`config.mk`:
```
export PLATFORM = sky130hd
export DESIGN_NAME = pit_irq_ctrl
export DESIGN_NICKNAME = d
export VERILOG_FILES = /design/src/rtl/pit_pkg.sv /design/src/rtl/pit_sat_counter.sv /design/src/rtl/pit_irq_ctrl.sv
export SDC_FILE = /design/constraint.sdc
export NUM_CORES = 1
export LEC_CHECK = 0
export CAP_MARGIN = 5
export CORE_UTILIZATION = 40
export CTS_CLUSTER_DIAMETER = 100
export DETAILED_ROUTE_END_ITERATION = 10
export MAX_ROUTING_LAYER = met4
export PLACE_DENSITY = 0.72
export REMOVE_ABC_BUFFERS = 1
export SYNTH_ARGS = -nofsm -noshare
export SYNTH_HDL_FRONTEND = slang
export SYNTH_SLANG_ARGS = --single-unit
export TNS_END_PERCENT = 30
```
`constraint.sdc`:
```
create_clock -name clk -period 2.8 [get_ports clk]
set_input_delay 0.42 -clock clk [delete_from_list [all_inputs] [get_ports clk]]
set_output_delay 0.42 -clock clk [all_outputs]
set_load 0.1 [all_outputs]
```
`src/rtl/pit_pkg.sv`:
```
// Shared PIT types and default widths; no logic, no latency, no flow control.
package pit_pkg;

  typedef enum logic {
    IDLE = 1'b0,
    PEND = 1'b1
  } pit_irq_state_t;

  localparam int PIT_CNT_W   = 8;
  localparam int PIT_TOT_W   = 16;
  localparam int PIT_STRETCH = 4;

endpackage

```
`src/rtl/pit_sat_counter.sv`:
```
// Up-counter with clear-over-increment priority and a saturate/wrap select.
// Updates on the edge after inc/clr; always accepts, no backpressure.
module pit_sat_counter #(
  parameter int W   = 8,
  parameter bit SAT = 1'b1
) (
  input  logic         clk,
  input  logic         reset,
  input  logic         inc,
  input  logic         clr,
  output logic [W-1:0] cnt
);

  always_ff @(posedge clk) begin
    if (reset || clr) begin
      cnt <= '0;
    end else if (inc) begin
      if (!(SAT && (cnt == {W{1'b1}}))) begin
        cnt <= cnt + W'(1);
      end
    end
  end

endmodule

```
`src/rtl/pit_irq_ctrl.sv`:
```
// Latches PIT expiry ticks as a pending irq, drives level or stretched-pulse irq_out.
// One-cycle latency tick/ack to outputs; all outputs registered; no backpressure.
module pit_irq_ctrl
  import pit_pkg::*;
#(
  parameter int CNT_W   = PIT_CNT_W,
  parameter int TOT_W   = PIT_TOT_W,
  parameter int STRETCH = PIT_STRETCH
) (
  input  logic             clk,
  input  logic             reset,
  input  logic             tick_in,
  input  logic             mask,
  input  logic             level_mode,
  input  logic             ack,
  input  logic             clr_stats,
  output logic             irq_out,
  output logic             pending,
  output logic [CNT_W-1:0] overrun_cnt,
  output logic [TOT_W-1:0] tick_total
);

  localparam int SW = $clog2(STRETCH + 1);

  if (STRETCH < 1) begin : g_bad_stretch
    $error("pit_irq_ctrl: STRETCH must be >= 1");
  end

  pit_irq_state_t state, state_nxt;
  logic [SW-1:0]  stretch, stretch_nxt;
  logic           accepted;
  logic           load;
  logic           overrun;
  logic           irq_nxt;

  assign accepted = tick_in & ~mask;

  always_comb begin
    state_nxt = state;
    load      = 1'b0;
    overrun   = 1'b0;
    case (state)
      IDLE: begin
        if (accepted) begin
          state_nxt = PEND;
          load      = 1'b1;
        end
      end
      PEND: begin
        if (accepted && ack) begin
          load = 1'b1;
        end else if (accepted) begin
          overrun = 1'b1;
        end else if (ack) begin
          state_nxt = IDLE;
        end
      end
      default: state_nxt = IDLE;
    endcase

    if (load) begin
      stretch_nxt = SW'(STRETCH);
    end else if (stretch != '0) begin
      stretch_nxt = stretch - SW'(1);
    end else begin
      stretch_nxt = '0;
    end

    irq_nxt = level_mode ? (state_nxt == PEND) : (stretch_nxt != '0);
  end

  always_ff @(posedge clk) begin
    if (reset) begin
      state   <= IDLE;
      stretch <= '0;
      irq_out <= 1'b0;
    end else begin
      state   <= state_nxt;
      stretch <= stretch_nxt;
      irq_out <= irq_nxt;
    end
  end

  assign pending = (state == PEND);

  pit_sat_counter #(.W(CNT_W), .SAT(1'b1)) u_overrun (
    .clk   (clk),
    .reset (reset),
    .inc   (overrun),
    .clr   (clr_stats),
    .cnt   (overrun_cnt)
  );

  pit_sat_counter #(.W(TOT_W), .SAT(1'b0)) u_total (
    .clk   (clk),
    .reset (reset),
    .inc   (accepted),
    .clr   (clr_stats),
    .cnt   (tick_total)
  );

endmodule
```
==> results of run 1 <==
-- metrics by stage --
stage          util, %  area, sq um  setup slack, ns
3_3_place_gp      52.8         1670            0.822
5_1_grt           54.4         1720             1.03
6_report          54.4         1720             1.12
2_1_floorplan        -         1360            0.599
4_1_cts           54.4         1720             1.13
3_5_place_dp      52.8         1670            0.756
-- worst max-delay path, cell delays in order --
cell	delay, ns
clkdlybuf4s50_1	0.59
and4bb_4	0.32
o211ai_4	0.11
or3_1	0.35
a21oi_1	0.15
-- placed cells by master, fill, tap and decap left out, types with 3 or more instances in the layout --
master            n
ha_1              4
xor2_1           10
nand2_1          12
clkbuf_4          5
a21oi_1           7
dfxtp_1          29
inv_1             4
o21ai_0           6
nand3_1           5
nand4_1           5
and3_1            3
buf_4            26
or3_1             4
xnor2_1           6
nor2_1           25
clkdlybuf4s50_1   6
-- kinds of logic after synthesis --
kind of cell,synth area share (%)
AND/OR/NAND/NOR,30.3
AO/OA/AOI/OAI,9.77
multiplexers,1.46
buffers and inverters,2.19
flip-flops,42.4
XOR/XNOR,10.2
adder cells (fa/ha/maj),3.65
-- flip-flops by register name (all words and copies together) (netlist names) --
| signal | cells |
|---|---|
| pending | 1 |
| u_total.cnt | 16 |
| stretch | 3 |
| u_overrun.cnt | 8 |
| irq_out | 1 |
-- routing by layer --
layer | vias to the layer above | share of wire (%)
met5 | - | 0
met4 | 0 | 1.8
met3 | 8 | 5.3
met2 | 27 | 44
met1 | 543 | 49
li1 | 600 | -
-- path summary, 6_finish.rpt --
check                   startpoint          endpoint  slack, ns  cells after the start
setup / recovery           tick_in  u_overrun.cnt[7]       1.12                      5
hold / removal          stretch[0]        stretch[0]       0.49                      1
setup reg to reg  u_overrun.cnt[1]  u_overrun.cnt[1]       1.19                      5
hold reg to reg         stretch[0]        stretch[0]       0.49                      1
-- cell type report --
| type | count | area [sq um] |
|---|---|---|
| clock inverter | 2 | 10.0 |
| multi-input combinational | 115 | 759 |
| sequential | 29 | 581 |
| clock buffer | 6 | 41.3 |
| inverter | 4 | 15.0 |
| fill | 317 | 1440 |
| tap | 44 | 55.1 |
| timing repair buffer | 32 | 255 |
-- cells in the mapped netlist, types with 2 or more instances --
cell type	n	area share, %
a41o_1	2	1.5
xnor2_1	6	3.8
mux2i_1	2	1.5
a31oi_1	2	0.91
nor4_1	2	0.91
inv_1	4	1.1
nor3_1	2	0.73
a21oi_1	7	2.6
nand2b_1	2	0.91
dfxtp_1	29	42
and2_1	2	0.91
nand3_1	5	1.8
nand2_1	12	3.3
nand4_1	5	2.3
xor2_1	10	6.4
and3_1	3	1.4
nor2_1	25	6.8
clkbuf_1	4	1.1
or3_1	4	1.8
o21ai_0	6	2.2
ha_1	4	3.7
-- power by group through the flow --
| stage | combinational [uW] | clock [uW] | sequential, uW |
|---|---|---|---|
| after floorplan | 21.4 | 0 | 450 |
| after global routing | 68.3 | 275 | 422 |
| after CTS | 62.8 | 253 | 421 |
| after global placement | 61.2 | 0 | 430 |
| after detailed placement | 62.7 | 0 | 431 |
| final | 62.6 | 242 | 421 |
==> flow_summary.ini, run 1 <==
[timing]
worst_pin_slew_ns = 0.475
holdWs_ns = 0.493
rsz0062_at_grt = no
fin_tns_setup_ns = 0
period_minus_slack_ns = 1.68
fin_crit_sh_pct = 60.2
hold_viol = 0
fmax_ghz = 0.593
final_max_slew_viol_count = 0
finalClockSkew_ns = 0.00720
setup_viol = 0
slew_headroom_pct = 68.3

[worst_setup_path]
path_max_fanout = 5
arrival_ns = 1.94
cp-end-kind = flip-flop
required_ns = 3.06
worstSetupPathType = primary input to flip-flop
worst_setup_path_start_kind = primary input

[routing]
vias = 1178
drc = 0
wirelength_microns = 2870
drtAntennaViolNets = 0
wire_per_inst_microns = 12.4
first_pass_iters = 4
drt_iter0_markers = 68
via_per_inst = 5.08

[pwr]
peakVddDrop_mv = 0.312
total_power_uw = 725
power_frac_comb_pct = 8.6
swShare_pct = 26.5
p_switching_uw = 192
p_seq_share_pct = 58.0
clkPwrFrac_pct = 33.3
p_int_uw = 533
power.leakage_uw = 0.000724
p_per_area_mw_per_mm2 = 422

[synthesis]
yosys.cell_types.count = 35
synth_edf_count = 0
yosys_register_bits = 29
yosysSeqAreaShare_pct = 42.4
avgSynthCellArea_sq_um = 9.01
synth_flop_cell = dfxtp_1
syn_inst = 152
async_flop_share_pct = 0
netlist_area_sq_mm = 0.00137
yosys_warnings = 0

[cts]
cts-buffers-inserted = 5
cts_max_path_buffers = 2
cts_resized = 0
clock_latency_ns = 0.33
post_cts_buffers = 0
cts.sinks = 29
ctsHoldBuffers = 0
cts_root_buffer = clkbuf_4
cts_tree = built
clk_pin_slew_worst_paths_ns = 0.09
htreeDepth = 2

[layout]
area_growth_pct = 25.3
nNetsFinal = 198
drive_gt1_share_pct = 21.3
n_antenna_cell = 0
final_cells = 232

[grt]
met3_usage_pct = 6.61
grt_pass1_wl_microns = 5080
met2_usage_pct = 29.8
grt_pass1_vias = 1125
grt_max_degree = 25
grt.overflow.total = 0
busiest_layer = met2
grt_usage_pct = 19.5
grtUsageMet1_pct = 23.5
antenna_found_initial = 0

[outcome]
outcome = complete, no violations

[floorplan]
num_rows = 20
ios = 33
fp.dieW_microns = 60.5
die_y_microns = 60.5
die-area_sq_mm = 0.00366
core_area_sq_mm = 0.00315
start_util_pct = 43.5

[job]
cap_violations = 0

[place]
placed_cells = 224
portBuffers = 32
hpwl_microns = 2120
globalplace.congestion = 0.846

[min_path]
holdCritPathClass = flip-flop to flip-flop
Note: power is estimated with default switching activity, not from simulation.
==> run 2, diff against run 1 <==
- PLACE_DENSITY: 0.72 -> 0.74
- clock period: 2.8 -> 1.5 ns (I/O delays scaled with it)
==> flow_summary.ini, run 2 (same netlist as run 1, synthesis figures left out) <==
[routing]
vias = 1358
via_per_inst = 5.20
drt_iter0_markers = 56
drc = 0
drtAntennaViolNets = 0
wire_per_inst_microns = 13.0
wirelength_microns = 3400
first_pass_iters = 4

[layout]
final_cell_mix = 30 x buf_4, 29 x dfxtp_1, 26 x buf_12, 25 x nor2_1, 12 x nand2_1
reg_top3 = u_total.cnt (16), u_overrun.cnt (8), stretch (3)
area_growth_pct = 66.4
fillers = 238
final_cells = 261
largest_register_ffs = 16
drive_gt1_share_pct = 32.3
seq_area_sq_um = 581
multi_input_area_sq_um = 766
layout_commonest_cell = buf_4
nNetsFinal = 228
n_antenna_cell = 0
top_register = u_total.cnt

[timing]
hold_viol = 0
finalClockSkew_ns = 0.00453
fmax_ghz = 0.706
fin_crit_sh_pct = 94.4
period_minus_slack_ns = 1.42
fin_tns_setup_ns = 0
rsz0062_at_grt = no
setup_viol = 0
slew_headroom_pct = 82.3
final_max_slew_viol_count = 0
holdWs_ns = 0.497
worst_pin_slew_ns = 0.264

[floorplan]
core_area_sq_mm = 0.00315
start_util_pct = 43.5
die_y_microns = 60.5
num_rows = 20
ios = 33
die-area_sq_mm = 0.00366
fp.dieW_microns = 60.5

[worst_setup_path]
arrival_ns = 1.68
worstSetupPathType = primary input to flip-flop
ff2ff_path_depth = 4
reg2reg_from = u_total.cnt[3]
worst_setup_path_start_kind = primary input
cp-end-kind = flip-flop
required_ns = 1.76
path_max_fanout = 5
startpoint = mask

[cts]
clock_latency_ns = 0.33
cts_max_path_buffers = 2
htreeDepth = 2
ctsHoldBuffers = 0
cts_tree = built
cts-buffers-inserted = 5
cts_root_buffer = clkbuf_4
clk_pin_slew_worst_paths_ns = 0.09
cts.sinks = 29

[place]
hpwl_microns = 2760
globalplace.congestion = 0.779
placed_cells = 254
portBuffers = 32

[pwr]
total_power_uw = 1410
power_frac_comb_pct = 10.0
p_int_uw = 1060
peakVddDrop_mv = 0.335
clkPwrFrac_pct = 34.0
p_switching_uw = 347
power.leakage_uw = 0.000959
swShare_pct = 24.7
p_seq_share_pct = 56.0
p_per_area_mw_per_mm2 = 617

[outcome]
outcome = complete, no violations

[min_path]
holdPathStages = 1
hold_start = stretch[0]
holdCritPathClass = flip-flop to flip-flop

[job]
cap_violations = 0

[grt]
grt_max_degree = 12
grt.overflow.total = 0
met3_usage_pct = 6.82
busiest_layer = met2
grt_pass1_wl_microns = 5870
grtUsageMet1_pct = 23.3
grt_pass1_vias = 1348
grt_usage_pct = 22.6
met2_usage_pct = 38.8
antenna_found_initial = 0
-- run 2: layout make-up --
type / count / share of cell area, %
Timing Repair Buffer: 62 / 35.5
Multi-Input combinational cell: 115 / 33.6
Sequential cell: 29 / 25.5
Clock buffer: 7 / 2.41
Tap cell: 44 / 2.41
Inverter: 4 / 0.659
-- run 2: power by group through the flow --
| stage | registers (uW) | clock network, uW | logic [uW] |
|---|---|---|---|
| 2_1_floorplan | 839 | 0 | 39.9 |
| 3_3_place_gp | 804 | 0 | 138 |
| 3_5_place_dp | 805 | 0 | 142 |
| 4_1_cts | 787 | 492 | 142 |
| 5_1_grt | 788 | 526 | 150 |
| 6_report | 787 | 478 | 141 |
-- run 2: final timing paths --
kind | endpoint | slack [ns]
worst max-delay path | u_overrun.cnt[5] | 0.08
worst min-delay path | stretch[0] | 0.50
worst max register to register | u_total.cnt[10] | 0.09
worst min register to register | stretch[0] | 0.50
-- run 2: worst max-delay path: stages --
cell	delay [ns]
clkdlybuf4s50_1	0.48
and4bb_4	0.37
o211ai_4	0.09
or3_1	0.35
a21oi_1	0.16
-- run 2: timing repair --
| action | 4_1_cts | 5_1_grt |
|---|---|---|
| resized for setup | 1 | 2 |
| setup buffers | 0 | 0 |
| setup endpoints to repair | 1 | 2 |
-- run 2: layer usage --
layer | up-vias | routed length (microns) | share of wire (%)
li1 | 669 | - | -
met1 | 638 | 1380 | 41
met2 | 41 | 1800 | 53
met3 | 10 | 149 | 4.4
met4 | 0 | 67 | 2.0
met5 | - | 0 | 0
-- run 2: metrics by stage --
stage / setup WS (ns) / cell area (sq um) / utilization (%)
floorplan: -0.701 / 1360 / -
global route: 0.000340 / 2280 / 72.3
global placement: -0.231 / 2220 / 70.3
finish: 0.0840 / 2280 / 72.3
detailed placement: -0.302 / 2220 / 70.3
CTS: 0.0375 / 2270 / 72.0
